**src/rtl/hazard_ctrl_if.sv**
```systemverilog
// rtl/hazard_ctrl_if.sv - pipeline hazard control bundle; stats outputs present when HAZ_STATS_EN is defined
interface hazard_ctrl_if
`ifdef HAZ_STATS_EN
    #(parameter int STAT_W = 32)
`endif
    ;
    logic [4:0] rs_ID;
    logic [4:0] rt_ID;
    logic       uses_rs_ID;
    logic       uses_rt_ID;
    logic       memRead_EX;
    logic [4:0] rd_EX;
    logic       branch_taken_ID;
    logic       md_start_ID;
    logic       md_use_ID;
    logic       mem_stall;
    logic       pc_en;
    logic       if_id_en;
    logic       if_id_flush;
    logic       id_ex_bubble;
    logic       md_busy;
`ifdef HAZ_STATS_EN
    logic [STAT_W-1:0] stall_cycles;
    logic [STAT_W-1:0] flush_count;
    logic [STAT_W-1:0] md_ops;
`endif

    modport master (
        output rs_ID, rt_ID, uses_rs_ID, uses_rt_ID, memRead_EX, rd_EX,
               branch_taken_ID, md_start_ID, md_use_ID, mem_stall,
        input  pc_en, if_id_en, if_id_flush, id_ex_bubble, md_busy
`ifdef HAZ_STATS_EN
        , input stall_cycles, flush_count, md_ops
`endif
    );

    modport slave (
        input  rs_ID, rt_ID, uses_rs_ID, uses_rt_ID, memRead_EX, rd_EX,
               branch_taken_ID, md_start_ID, md_use_ID, mem_stall,
        output pc_en, if_id_en, if_id_flush, id_ex_bubble, md_busy
`ifdef HAZ_STATS_EN
        , output stall_cycles, flush_count, md_ops
`endif
    );
endinterface

```
**src/rtl/hazard_ctrl.sv**
```systemverilog
// rtl/hazard_ctrl.sv - 5-stage MIPS hazard/stall/flush control with mult/div busy sequencing; HAZ_STATS_EN adds counters
module hazard_ctrl #(
    parameter int MD_LATENCY = 4,
    parameter int CNT_W      = 3
`ifdef HAZ_STATS_EN
    , parameter int STAT_W   = 32
`endif
) (
    input  logic          clk,
    input  logic          rst,
    hazard_ctrl_if.slave  hz
);
    localparam logic [0:0] S_IDLE    = 1'b0;
    localparam logic [0:0] S_MD_BUSY = 1'b1;

    logic [0:0]       state_q, state_d;
    logic [CNT_W-1:0] md_cnt_q, md_cnt_d;

    logic load_use, md_haz, stall, accept;
    logic pc_en, if_id_en, if_id_flush, id_ex_bubble, md_busy;

    always_comb begin
        load_use = hz.memRead_EX && (hz.rd_EX != 5'd0) &&
                   ((hz.uses_rs_ID && (hz.rs_ID == hz.rd_EX)) ||
                    (hz.uses_rt_ID && (hz.rt_ID == hz.rd_EX)));
        md_haz   = (state_q == S_MD_BUSY) && (hz.md_start_ID || hz.md_use_ID);
        stall    = load_use || md_haz;
        accept   = hz.md_start_ID && !hz.mem_stall && !stall;
    end

    always_comb begin
        pc_en        = 1'b1;
        if_id_en     = 1'b1;
        if_id_flush  = 1'b0;
        id_ex_bubble = 1'b0;
        md_busy      = (state_q == S_MD_BUSY) && !rst;
        if (rst) begin
            pc_en        = 1'b0;
            if_id_en     = 1'b0;
            if_id_flush  = 1'b1;
            id_ex_bubble = 1'b1;
        end else if (hz.mem_stall) begin
            pc_en    = 1'b0;
            if_id_en = 1'b0;
        end else if (stall) begin
            // A taken branch waiting behind a stall is re-evaluated once the stall clears
            pc_en        = 1'b0;
            if_id_en     = 1'b0;
            id_ex_bubble = 1'b1;
        end else if (hz.branch_taken_ID) begin
            if_id_flush = 1'b1;
        end
    end

    always_comb begin
        state_d  = state_q;
        md_cnt_d = md_cnt_q;
        if (!hz.mem_stall) begin
            if (state_q == S_MD_BUSY) begin
                if (md_cnt_q <= CNT_W'(1)) begin
                    state_d  = S_IDLE;
                    md_cnt_d = '0;
                end else begin
                    md_cnt_d = md_cnt_q - CNT_W'(1);
                end
            end else if (accept) begin
                state_d  = S_MD_BUSY;
                md_cnt_d = CNT_W'(MD_LATENCY);
            end
        end
    end

    always_ff @(posedge clk) begin
        if (rst) begin
            state_q  <= S_IDLE;
            md_cnt_q <= '0;
        end else begin
            state_q  <= state_d;
            md_cnt_q <= md_cnt_d;
        end
    end

    assign hz.pc_en        = pc_en;
    assign hz.if_id_en     = if_id_en;
    assign hz.if_id_flush  = if_id_flush;
    assign hz.id_ex_bubble = id_ex_bubble;
    assign hz.md_busy      = md_busy;

`ifdef HAZ_STATS_EN
    logic [STAT_W-1:0] stall_cycles_q, stall_cycles_d;
    logic [STAT_W-1:0] flush_count_q, flush_count_d;
    logic [STAT_W-1:0] md_ops_q, md_ops_d;

    // Frozen (mem_stall) cycles fall through every increment condition below
    always_comb begin
        stall_cycles_d = stall_cycles_q;
        flush_count_d  = flush_count_q;
        md_ops_d       = md_ops_q;
        if (!hz.mem_stall && stall)
            stall_cycles_d = stall_cycles_q + 1'b1;
        if (if_id_flush)
            flush_count_d = flush_count_q + 1'b1;
        if (accept)
            md_ops_d = md_ops_q + 1'b1;
    end

    always_ff @(posedge clk) begin
        if (rst) begin
            stall_cycles_q <= '0;
            flush_count_q  <= '0;
            md_ops_q       <= '0;
        end else begin
            stall_cycles_q <= stall_cycles_d;
            flush_count_q  <= flush_count_d;
            md_ops_q       <= md_ops_d;
        end
    end

    assign hz.stall_cycles = stall_cycles_q;
    assign hz.flush_count  = flush_count_q;
    assign hz.md_ops       = md_ops_q;
`endif
endmodule

```
**src/flat_wrapper.sv**
```systemverilog
// flat-port wrapper written by rule: the top's interface ports become plain ports
module hazard_ctrl_flat 
#(
    parameter int MD_LATENCY = 4,
    parameter int CNT_W      = 3

)
  (clk, rst, hz_rs_ID, hz_rt_ID, hz_uses_rs_ID, hz_uses_rt_ID, hz_memRead_EX, hz_rd_EX, hz_branch_taken_ID, hz_md_start_ID, hz_md_use_ID, hz_mem_stall, hz_pc_en, hz_if_id_en, hz_if_id_flush, hz_id_ex_bubble, hz_md_busy);
  hazard_ctrl_if hz_i ();
  input  logic clk;
  input  logic rst;
  input wire logic [$bits(hz_i.rs_ID)-1:0] hz_rs_ID;
  input wire logic [$bits(hz_i.rt_ID)-1:0] hz_rt_ID;
  input wire logic [$bits(hz_i.uses_rs_ID)-1:0] hz_uses_rs_ID;
  input wire logic [$bits(hz_i.uses_rt_ID)-1:0] hz_uses_rt_ID;
  input wire logic [$bits(hz_i.memRead_EX)-1:0] hz_memRead_EX;
  input wire logic [$bits(hz_i.rd_EX)-1:0] hz_rd_EX;
  input wire logic [$bits(hz_i.branch_taken_ID)-1:0] hz_branch_taken_ID;
  input wire logic [$bits(hz_i.md_start_ID)-1:0] hz_md_start_ID;
  input wire logic [$bits(hz_i.md_use_ID)-1:0] hz_md_use_ID;
  input wire logic [$bits(hz_i.mem_stall)-1:0] hz_mem_stall;
  output wire logic [$bits(hz_i.pc_en)-1:0] hz_pc_en;
  output wire logic [$bits(hz_i.if_id_en)-1:0] hz_if_id_en;
  output wire logic [$bits(hz_i.if_id_flush)-1:0] hz_if_id_flush;
  output wire logic [$bits(hz_i.id_ex_bubble)-1:0] hz_id_ex_bubble;
  output wire logic [$bits(hz_i.md_busy)-1:0] hz_md_busy;
  assign hz_i.rs_ID = hz_rs_ID;
  assign hz_i.rt_ID = hz_rt_ID;
  assign hz_i.uses_rs_ID = hz_uses_rs_ID;
  assign hz_i.uses_rt_ID = hz_uses_rt_ID;
  assign hz_i.memRead_EX = hz_memRead_EX;
  assign hz_i.rd_EX = hz_rd_EX;
  assign hz_i.branch_taken_ID = hz_branch_taken_ID;
  assign hz_i.md_start_ID = hz_md_start_ID;
  assign hz_i.md_use_ID = hz_md_use_ID;
  assign hz_i.mem_stall = hz_mem_stall;
  assign hz_pc_en = hz_i.pc_en;
  assign hz_if_id_en = hz_i.if_id_en;
  assign hz_if_id_flush = hz_i.if_id_flush;
  assign hz_id_ex_bubble = hz_i.id_ex_bubble;
  assign hz_md_busy = hz_i.md_busy;
  hazard_ctrl #(.MD_LATENCY(MD_LATENCY), .CNT_W(CNT_W)) u_core (.clk(clk), .rst(rst), .hz(hz_i));
endmodule
```
**config.mk**
```make
export PLATFORM = sky130hd
export DESIGN_NAME = hazard_ctrl_flat
export DESIGN_NICKNAME = d
export VERILOG_FILES = /design/src/rtl/hazard_ctrl_if.sv /design/src/rtl/hazard_ctrl.sv /design/src/flat_wrapper.sv
export SDC_FILE = /design/constraint.sdc
export NUM_CORES = 1
export LEC_CHECK = 0
export ABC_AREA = 1
export ABC_CLOCK_PERIOD_IN_PS = 1900
export BUFFER_PORTS_ARGS = -buffer_cell sky130_fd_sc_hd__buf_2
export CAP_MARGIN = 20
export CORE_AREA = 2 2 39 41
export CTS_BUF_LIST = sky130_fd_sc_hd__clkbuf_4
export CTS_CLUSTER_SIZE = 25
export DETAILED_ROUTE_END_ITERATION = 8
export DIE_AREA = 0 0 41 43
export PLACE_DENSITY_LB_ADDON = 0.3
export RECOVER_POWER = 100
export SLEW_MARGIN = 5
export SYNTH_ARGS = -nofsm -noshare
export SYNTH_HDL_FRONTEND = slang
export SYNTH_SLANG_ARGS = --single-unit
```
**constraint.sdc**
```tcl
create_clock -name clk -period 1.9 [get_ports clk]
set_clock_uncertainty 0.1 [all_clocks]
set_input_delay 0.38 -clock clk [delete_from_list [all_inputs] [get_ports clk]]
set_output_delay 0.38 -clock clk [all_outputs]
set_load 0.02 [all_outputs]
```
==> impl_metrics.py <==
metrics = {
    "setup_path": {
        "critPathKind": "in2out",
        "end_kind": "primary output",
        "cp-start-kind": "input pin",
        "worstPathArrival_ns": 1.38,
        "worstPathRequired_ns": 1.42,
        "cp_max_fo": 4,
    },
    "sta": {
        "worst_pin_slew_ns": 0.341,
        "period_needed_ns": 1.86,
        "hold_viol": 0,
        "rsz0062_at_grt": "true",
        "drv_slew": 0,
        "finalSetupViolations": 0,
        "relSlewSlack": 0.770,
        "hold_slack_ns": 0.273,
        "fin_ws_ns": 0.0426,
        "min_period_over_period": 0.978,
        "fin_tns_setup_ns": 0,
        "fmax_ghz": 0.538,
    },
    "placed_design": {
        "dpl_cell_area_um2": 688,
        "place_hpwl_mm": 1.00,
        "port-buffer-count": 28,
        "dpl_worst_slack_ns": -0.126,
        "place_congestion": 0.720,
    },
    "global_route": {
        "grt_usage": 0.164,
        "grt_max_degree": 7,
        "globalRoute.totalOverflow": 0,
        "grt_pass1_wl_mm": 2.06,
        "antenna_found_initial": 0,
        "grt_pass1_vias": 605,
    },
    "die": {
        "coreArea_um2": 1380,
        "std_cell_rows": 14,
        "die_width_um": 41,
        "ios": 29,
        "die_area_um2": 1760,
        "start_util": 0.376,
        "die_y_um": 43,
    },
    "pwr": {
        "p_clk_frac": 0.277,
        "seqPwrFrac": 0.253,
        "p_int_uw": 247,
        "p_sw_uw": 144,
        "power_density_nw_per_um2": 444,
        "p_leak_nw": 0.498,
        "switching_share": 0.369,
        "ir_drop_uv": 190,
        "p_comb_frac": 0.470,
    },
    "detailed_routing": {
        "wl_per_cell_um": 9.50,
        "avgViaCountPerCell": 4.76,
        "ant_nets": 0,
        "drt-initial-drc-count": 5,
        "drt_wl_total_mm": 1.45,
        "dr_total_vias": 729,
        "drtPass1Iterations": 4,
        "drc": 0,
    },
    "synthesis": {
        "yosys_warnings": 0,
        "synthCells": 106,
        "synth.area.top_cells": "nand2_1 27%, dfxtp_1 15%, nor2_1 14%",
        "synth_top_cell_area_share": 0.267,
        "yosysUniqueCellTypes": 16,
        "syn_avg_cell_area_um2": 4.91,
        "yosys.area.top_type": "nand2_1",
        "yosysSeqAreaShare": 0.154,
        "ys_seq_elements": 4,
        "netlist_area_um2": 520,
        "syn-num-nets": 132,
    },
    "clock_tree": {
        "cts_root_buf": "clkbuf_4",
        "clkSinkCount": 4,
        "htree_levels": 1,
        "numCtsBuffers": 3,
        "clock_path_buffers": 2,
        "cts_setup_buffers": 0,
        "cts_tree": "yes",
        "worstSkewPairLatency_ns": 0.24,
        "ctsHoldBuffers": 0,
        "clk_pin_slew_ns": 0.04,
    },
    "final_layout": {
        "fin_util": 0.637,
        "nNetsFinal": 165,
        "final_common_cell": "nand2_1",
        "final_cell_mix": "22 x nand2_1, 16 x nand2_2, 15 x buf_2",
        "drive_gt1_frac": 0.533,
        "fillers": 133,
        "fin_area_um2": 881,
        "area_growth_syn_to_layout_pct": 69.2,
        "n_antenna_cell": 0,
    },
    "run_status": {
        "status": "completed",
    },
    "min_path": {
        "hp-class": "in2reg",
    },
    "flow_run": {
        "drv_cap": 0,
    },
}
==> path summary, 6_finish.rpt <==
check	cells past startpoint	to	slack, ns	from
setup / recovery	11	hz_if_id_en	0.04	hz_rd_EX[1]
hold / removal	2	u_core.md_cnt_q[2]$_SDFFE_PP0P_	0.27	rst
setup reg to reg	7	u_core.md_cnt_q[1]$_SDFFE_PP0P_	0.56	u_core.md_cnt_q[1]$_SDFFE_PP0P_
hold reg to reg	2	u_core.md_cnt_q[2]$_SDFFE_PP0P_	0.46	u_core.md_cnt_q[2]$_SDFFE_PP0P_
==> through the flow <==
stage          total power [mW]  cells
3_3_place_gp              0.232    150
2_1_floorplan             0.185    106
4_1_cts                   0.347    153
3_5_place_dp              0.235    150
6_report                  0.391    153
5_1_grt                   0.424    153
==> layer usage <==
| metal | up-vias | wire length [um] | GRT usage |
|---|---|---|---|
| li1 | 380 | - | - |
| met1 | 316 | 533 | 0.169 |
| met2 | 25 | 804 | 0.300 |
| met3 | 8 | 66 | 0.0314 |
| met4 | 0 | 49 | 0.0600 |
| met5 | - | 0 | 0 |
==> registers in the layout, indices dropped and copies added, names as in the netlist <==
signal           cells
u_core.md_cnt_q      3
u_core.state_q       1
==> cell usage after synthesis <==
cell type / n
a31oi_1: 1
inv_2: 4
o31ai_1: 1
o21ai_0: 4
nand3_1: 7
buf_4: 1
nand2_1: 37
ha_1: 2
nor2_1: 20
a21oi_1: 2
o21ai_1: 1
a21boi_0: 1
inv_1: 19
nand2_2: 1
dfxtp_1: 4
nand3_2: 1
==> critical path, stage by stage <==
cell and delay [ns]:
buf_6 0.11, inv_2 0.06, nand2_1 0.06, nand2_1 0.07, nor2_1 0.06, nand3_2 0.06
nand2_2 0.07, a21boi_4 0.18, nand2_2 0.08, nor2_4 0.13, buf_6 0.12
==> power groups by stage <==
stage	Clock [mW]	Combinational, mW	Sequential, mW
finish	0.108	0.184	0.0990
global route	0.120	0.204	0.100
CTS	0.110	0.139	0.0987
detailed placement	0	0.135	0.0998
global placement	0	0.133	0.0997
floorplan	0	0.0871	0.0981
==> kinds of logic after synthesis <==
| family | after synthesis | synth area share |
|---|---|---|
| AO/OA/AOI/OAI | 10 | 0.108 |
| adder cells (fa/ha/maj) | 2 | 0.0481 |
| flip-flops | 4 | 0.154 |
| AND/OR/NAND/NOR | 66 | 0.510 |
| buffers and inverters | 24 | 0.180 |
==> repair_timing <==
action	4_1_cts	5_1_grt
endpoints found under the setup margin	4	4
resized for setup	2	60
pin swaps	0	25
==> area by class of cell <==
cell class	count	area [um^2]	share of cell area
multi-input cells	78	442	0.501
repair buffers	29	223	0.253
inverters	23	93.8	0.107
flip-flops and latches	4	80.1	0.0909
clock buffers	3	22.5	0.0256
well taps	16	20.0	0.0227
No activity file was read; power rests on OpenSTA's default activity.
